[src/rtl/interpretador_serial_param.sv]
// interpretador_serial_param: decodes UART bytes into command channels and a floor-request FIFO
module interpretador_serial_param #(
  parameter int               N_CMD          = 3,
  parameter logic [N_CMD-1:0] MASCARA_PULSO  = '0,
  parameter int               N_ANDARES      = 4,
  parameter int               FIFO_DEPTH     = 4,
  parameter int               TIMEOUT_CICLOS = 0,
  parameter int               ERR_W          = 8
) (
  input  logic             clock,
  input  logic             reset,
  input  logic [7:0]       dados_serial_recebido,
  input  logic             dado_valido,
  input  logic             destino_consumido,
  output logic [N_CMD-1:0] comandos,
  output logic [6:0]       destino,
  output logic             destino_disponivel,
  output logic             fifo_cheia,
  output logic             erro_quadro,
  output logic [ERR_W-1:0] contagem_erros,
  output logic             timeout_serial
);
  localparam int PW = $clog2(FIFO_DEPTH);
  localparam int CW = PW + 1;
  localparam int TW = $clog2(TIMEOUT_CICLOS + 2);
  localparam logic [6:0] RESERVADO = ~((7'd1 << N_CMD) - 7'd1);
  logic [6:0]       mem [FIFO_DEPTH];
  logic [PW-1:0]    wr_ptr, rd_ptr;
  logic [CW-1:0]    ocupacao;
  logic [N_CMD-1:0] nivel, pulso;
  logic [TW-1:0]    ociosos;
  logic             cmd_ok, dest_ok, pop, push, rejeita, expira;
  assign destino_disponivel = ocupacao != '0;
  assign fifo_cheia = ocupacao == CW'(FIFO_DEPTH);
  assign destino = destino_disponivel ? mem[rd_ptr] : 7'd0;
  assign comandos = nivel | pulso;
  // Frame classification; a full FIFO only accepts a push when the head leaves in the same cycle
  always_comb begin
    cmd_ok = dado_valido && dados_serial_recebido[7] && (dados_serial_recebido[6:0] & RESERVADO) == 7'd0;
    dest_ok = dado_valido && !dados_serial_recebido[7] && {1'b0, dados_serial_recebido[6:0]} < 8'(N_ANDARES);
    pop = destino_consumido && destino_disponivel;
    push = dest_ok && (!fifo_cheia || pop);
    rejeita = dado_valido && !cmd_ok && !push;
    expira = TIMEOUT_CICLOS != 0 && !dado_valido && ociosos == TW'(TIMEOUT_CICLOS - 1);
  end
  // Destination FIFO with first-word fall-through head
  always_ff @(posedge clock or negedge reset) begin
    if (!reset) begin
      wr_ptr <= '0;
      rd_ptr <= '0;
      ocupacao <= '0;
      for (int i = 0; i < FIFO_DEPTH; i++) mem[i] <= '0;
    end else begin
      if (push) mem[wr_ptr] <= dados_serial_recebido[6:0];
      wr_ptr <= wr_ptr + PW'(push);
      rd_ptr <= rd_ptr + PW'(pop);
      ocupacao <= ocupacao + CW'(push) - CW'(pop);
    end
  end
  // Level channels hold until the next valid command or link loss; pulse channels last one cycle
  always_ff @(posedge clock or negedge reset) begin
    if (!reset) begin
      nivel <= '0;
      pulso <= '0;
    end else begin
      pulso <= cmd_ok ? dados_serial_recebido[N_CMD-1:0] & MASCARA_PULSO : '0;
      nivel <= cmd_ok ? dados_serial_recebido[N_CMD-1:0] & ~MASCARA_PULSO : expira ? '0 : nivel;
    end
  end
  // Rejected-frame pulse and saturating counter
  always_ff @(posedge clock or negedge reset) begin
    if (!reset) begin
      erro_quadro <= 1'b0;
      contagem_erros <= '0;
    end else begin
      erro_quadro <= rejeita;
      contagem_erros <= contagem_erros + ERR_W'(rejeita && contagem_erros != '1);
    end
  end
  // Idle counter parks at the limit so link loss is reported once per silence
  always_ff @(posedge clock or negedge reset) begin
    if (!reset) begin
      ociosos <= '0;
      timeout_serial <= 1'b0;
    end else begin
      ociosos <= dado_valido ? '0 : ociosos == TW'(TIMEOUT_CICLOS) ? ociosos : ociosos + 1'b1;
      timeout_serial <= expira;
    end
  end
endmodule

[config.mk]
export PLATFORM = sky130hd
export DESIGN_NAME = interpretador_serial_param
export DESIGN_NICKNAME = d
export VERILOG_FILES = /design/src/rtl/interpretador_serial_param.sv
export SDC_FILE = /design/constraint.sdc
export NUM_CORES = 1
export LEC_CHECK = 0
export ABC_AREA = 1
export CAP_MARGIN = 20
export CORE_UTILIZATION = 60
export CTS_BUF_LIST = sky130_fd_sc_hd__clkbuf_2
export DETAILED_ROUTE_END_ITERATION = 8
export DONT_BUFFER_PORTS = 1
export PLACE_DENSITY = 0.86
export SETUP_SLACK_MARGIN = 0.02
export SLEW_MARGIN = 20
export SYNTH_ARGS = -nofsm -noshare
export SYNTH_HDL_FRONTEND = slang
export SYNTH_SLANG_ARGS = --single-unit
[constraint.sdc]
create_clock -name clock -period 4.7 [get_ports clock]
set_input_delay 0.94 -clock clock [delete_from_list [all_inputs] [get_ports clock]]
set_output_delay 0.94 -clock clock [all_outputs]
set_load 0.01 [all_outputs]
==> flow_metrics.py <==
metrics = {
    "status": {
        "run_status": "complete, no violations",
    },
    "worst_setup_path": {
        "worstPathRequired_ns": 3.76,
        "worst_setup_path_start_kind": "register",
        "arrival_ns": 1.85,
        "setup_crit_path_kind": "reg -> out",
        "crit_path_end_kind": "primary output",
        "critical_path_peak_fanout": 16,
    },
    "synth": {
        "syn_area_um2": 2180,
        "synthDominantAreaCellType": "sky130_fd_sc_hd__dfrtp_1",
        "synth.area.top_cells": "sky130_fd_sc_hd__dfrtp_1, sky130_fd_sc_hd__inv_1, sky130_fd_sc_hd__nor2_1",
        "yosys_warnings": 0,
        "synth.top_cell.area_share": 0.540,
        "synth_seq_area_share": 0.540,
        "syn_area_per_cell_um2": 9.04,
        "synthesis.instances": 241,
        "post_synth_num_cell_types": 25,
        "synthesis.nets": 260,
        "synth-seq-cells": 47,
    },
    "timing": {
        "final-max-slew-violation-count": 0,
        "post-route-worst-setup-slack_ns": 1.91,
        "max_clock_freq_ghz": 0.358,
        "report.final.hold_viol_count": 0,
        "timing.setup.tns_ns": 0,
        "finalClockSkew_ns": 0.0187,
        "grt_setup_unrepaired": "false",
        "finalWorstPathRequiredPeriod_ns": 2.79,
        "min_period_over_period": 0.594,
        "finalSetupViolations": 0,
    },
    "place": {
        "port_buffers": 0,
        "place.detailed.hpwl_um": 2700,
        "detailed_place.area_um2": 2190,
        "pre_cts_slack_ns": 2.10,
        "gpl.final_weighted_congestion": 0.788,
    },
    "clock_network": {
        "tritoncts": "yes",
        "cts_max_level": 2,
        "post_cts_buffers": 0,
        "path_clk_slew_ns": 0.22,
        "cts_sinks": 47,
        "cts_buffers": 5,
        "clockBufferDepth": 2,
        "ctsHoldBuffers": 0,
        "worstSkewPairLatency_ns": 0.40,
        "clock-root-buffer": "sky130_fd_sc_hd__clkbuf_2",
        "cts_resized": 0,
    },
    "routing": {
        "detail-route-antenna-nets": 0,
        "vias": 1532,
        "detailedRoute.firstIterationViolations": 57,
        "viasPerCell": 5.28,
        "wl_um": 3670,
        "drc": 0,
        "dr.pass1.iters": 4,
        "post_drt_wl_per_cell_um": 12.7,
    },
    "final_layout": {
        "antenna-diode-count": 0,
        "fillerInstances": 295,
        "regArea_um2": 1180,
        "nets": 262,
        "synth_to_layout_area_growth_pct": 2.64,
        "finalInstanceArea_um2": 2240,
        "multiInputGateArea_um2": 791,
        "final_layout_size_suffix_gt1_frac": 0.0943,
    },
    "floorplanning": {
        "die-width_um": 62.3,
        "design.portCount": 34,
        "die_outline_area_um2": 3880,
        "floorplan.initialDensity": 0.638,
        "placement_rows": 21,
        "floorplan.die.height_um": 62.3,
        "core-area_um2": 3420,
    },
    "power": {
        "total_leakage_power_nw": 1.21,
        "power_per_cell_area_nw_per_um2": 485,
        "ir_drop_uv": 353,
    },
    "global_route": {
        "grt_use_total": 0.220,
        "pin_count_of_the_biggest_net_entering_global_routing": 48,
        "first_global_vias": 1538,
        "grt_first_pass_wirelength_um": 6640,
        "initial_antenna_violation_count": 0,
        "globalRouteOverflowTotal": 0,
    },
    "hold_path": {
        "holdCritPathClass": "in -> async",
    },
    "job": {
        "cap_viol_max_count": 0,
    },
}
==> worst paths after layout <==
| path | startpoint | end | slack [ns] | depth (start not counted) |
|---|---|---|---|---|
| hold / removal | reset | mem[10]$_DFFE_PN0P_ | 0.18 | 0 |
| setup reg to reg | ocupacao[0]$_DFF_PN0_ | ocupacao[2]$_DFF_PN0_ | 2.53 | 9 |
| hold reg to reg | mem[3]$_DFFE_PN0P_ | mem[3]$_DFFE_PN0P_ | 0.50 | 2 |
| min in group clock | mem[3]$_DFFE_PN0P_ | mem[3]$_DFFE_PN0P_ | 0.50 | 2 |
| max in group asynchronous | reset | mem[15]$_DFFE_PN0P_ | 4.42 | 0 |
| setup / recovery | rd_ptr[0]$_DFF_PN0_ | destino[3] | 1.91 | 4 |
==> stage by stage <==
stage | total power (W) | util | instances | hold WS (ns)
CTS | 0.00110 | 0.655 | 290 | 0.152
global route | 0.00118 | 0.655 | 290 | 0.120
global placement | 0.000916 | 0.642 | 282 | 0.461
floorplan | 0.000875 | - | 241 | 0.444
finish | 0.00108 | 0.655 | 290 | 0.180
detailed placement | 0.000933 | 0.642 | 282 | 0.466
==> logic make-up (layout without fill, tap and decap cells) <==
group | count (synthesis) | in the layout | synth area share
flip-flops | 47 | 47 | 0.540
buffers and inverters | 50 | 53 | 0.0971
AND/OR/NAND/NOR | 93 | 93 | 0.203
other | 1 | 1 | 0.00172
adder cells (fa/ha/maj) | 7 | 7 | 0.0437
XOR/XNOR | 8 | 8 | 0.0322
AO/OA/AOI/OAI | 35 | 35 | 0.0821
==> per-layer routing <==
metal	track usage	vias to the layer above	wire length [um]
met1	0.269	720	1660
met3	0.0680	6	225
met5	0	-	0
met4	0.0872	0	53
li1	-	759	-
met2	0.363	47	1730
==> flip-flops by register name, summed over array words and instances (netlist names) <==
register / count
nivel: 3
wr_ptr: 2
ocupacao: 3
erro_quadro: 1
rd_ptr: 2
mem: 28
contagem_erros: 8
==> synthesized netlist by cell type <==
cell,n
sky130_fd_sc_hd__a21oi_1,16
sky130_fd_sc_hd__a21oi_2,1
sky130_fd_sc_hd__and2_2,1
sky130_fd_sc_hd__buf_2,1
sky130_fd_sc_hd__buf_4,2
sky130_fd_sc_hd__buf_6,2
sky130_fd_sc_hd__conb_1,1
sky130_fd_sc_hd__dfrtp_1,47
sky130_fd_sc_hd__fa_1,1
sky130_fd_sc_hd__ha_1,6
sky130_fd_sc_hd__inv_1,40
sky130_fd_sc_hd__inv_2,5
sky130_fd_sc_hd__nand2_1,29
sky130_fd_sc_hd__nand3_1,3
sky130_fd_sc_hd__nand3_2,3
sky130_fd_sc_hd__nand4_1,15
sky130_fd_sc_hd__nand4_2,1
sky130_fd_sc_hd__nor2_1,36
sky130_fd_sc_hd__nor2_2,2
sky130_fd_sc_hd__nor2_4,2
sky130_fd_sc_hd__nor3_1,1
sky130_fd_sc_hd__o21ai_0,17
sky130_fd_sc_hd__o21ai_1,1
sky130_fd_sc_hd__xnor2_1,3
sky130_fd_sc_hd__xor2_1,5
==> power by group <==
| group | total (W) | switching, W | internal [W] |
|---|---|---|---|
| Sequential | 0.000604 | 0.000118 | 0.000486 |
| Combinational | 0.000320 | 0.000206 | 0.000114 |
| Clock | 0.000159 | 0.000121 | 0.0000379 |
==> critical path, cell delays in order (launching register included) <==
cell and delay, ns:
sky130_fd_sc_hd__dfrtp_1 0.70, sky130_fd_sc_hd__inv_2 0.22, sky130_fd_sc_hd__a21oi_1 0.17, sky130_fd_sc_hd__o21ai_0 0.12, sky130_fd_sc_hd__a21oi_1 0.27
==> cells in the final DEF, fill, tap and decap left out, drive strengths merged <==
| master | n |
|---|---|
| clkinvlp | 1 |
| nor3 | 1 |
| nor2 | 40 |
| xor2 | 5 |
| ha | 6 |
| dfrtp | 47 |
| fa | 1 |
| o21ai | 18 |
| nand4 | 16 |
| and2 | 1 |
| clkinv | 1 |
| inv | 45 |
| nand2 | 29 |
| conb | 1 |
| clkbuf | 6 |
| nand3 | 6 |
| a21oi | 17 |
| xnor2 | 3 |
==> layout make-up <==
| class | count | area share |
|---|---|---|
| sequential | 47 | 0.526 |
| clock inverter | 2 | 0.00560 |
| multi-input combinational | 144 | 0.354 |
| clock buffer | 6 | 0.0134 |
| tap | 46 | 0.0257 |
| inverter | 45 | 0.0755 |
(Power assumes the default switching activity.)
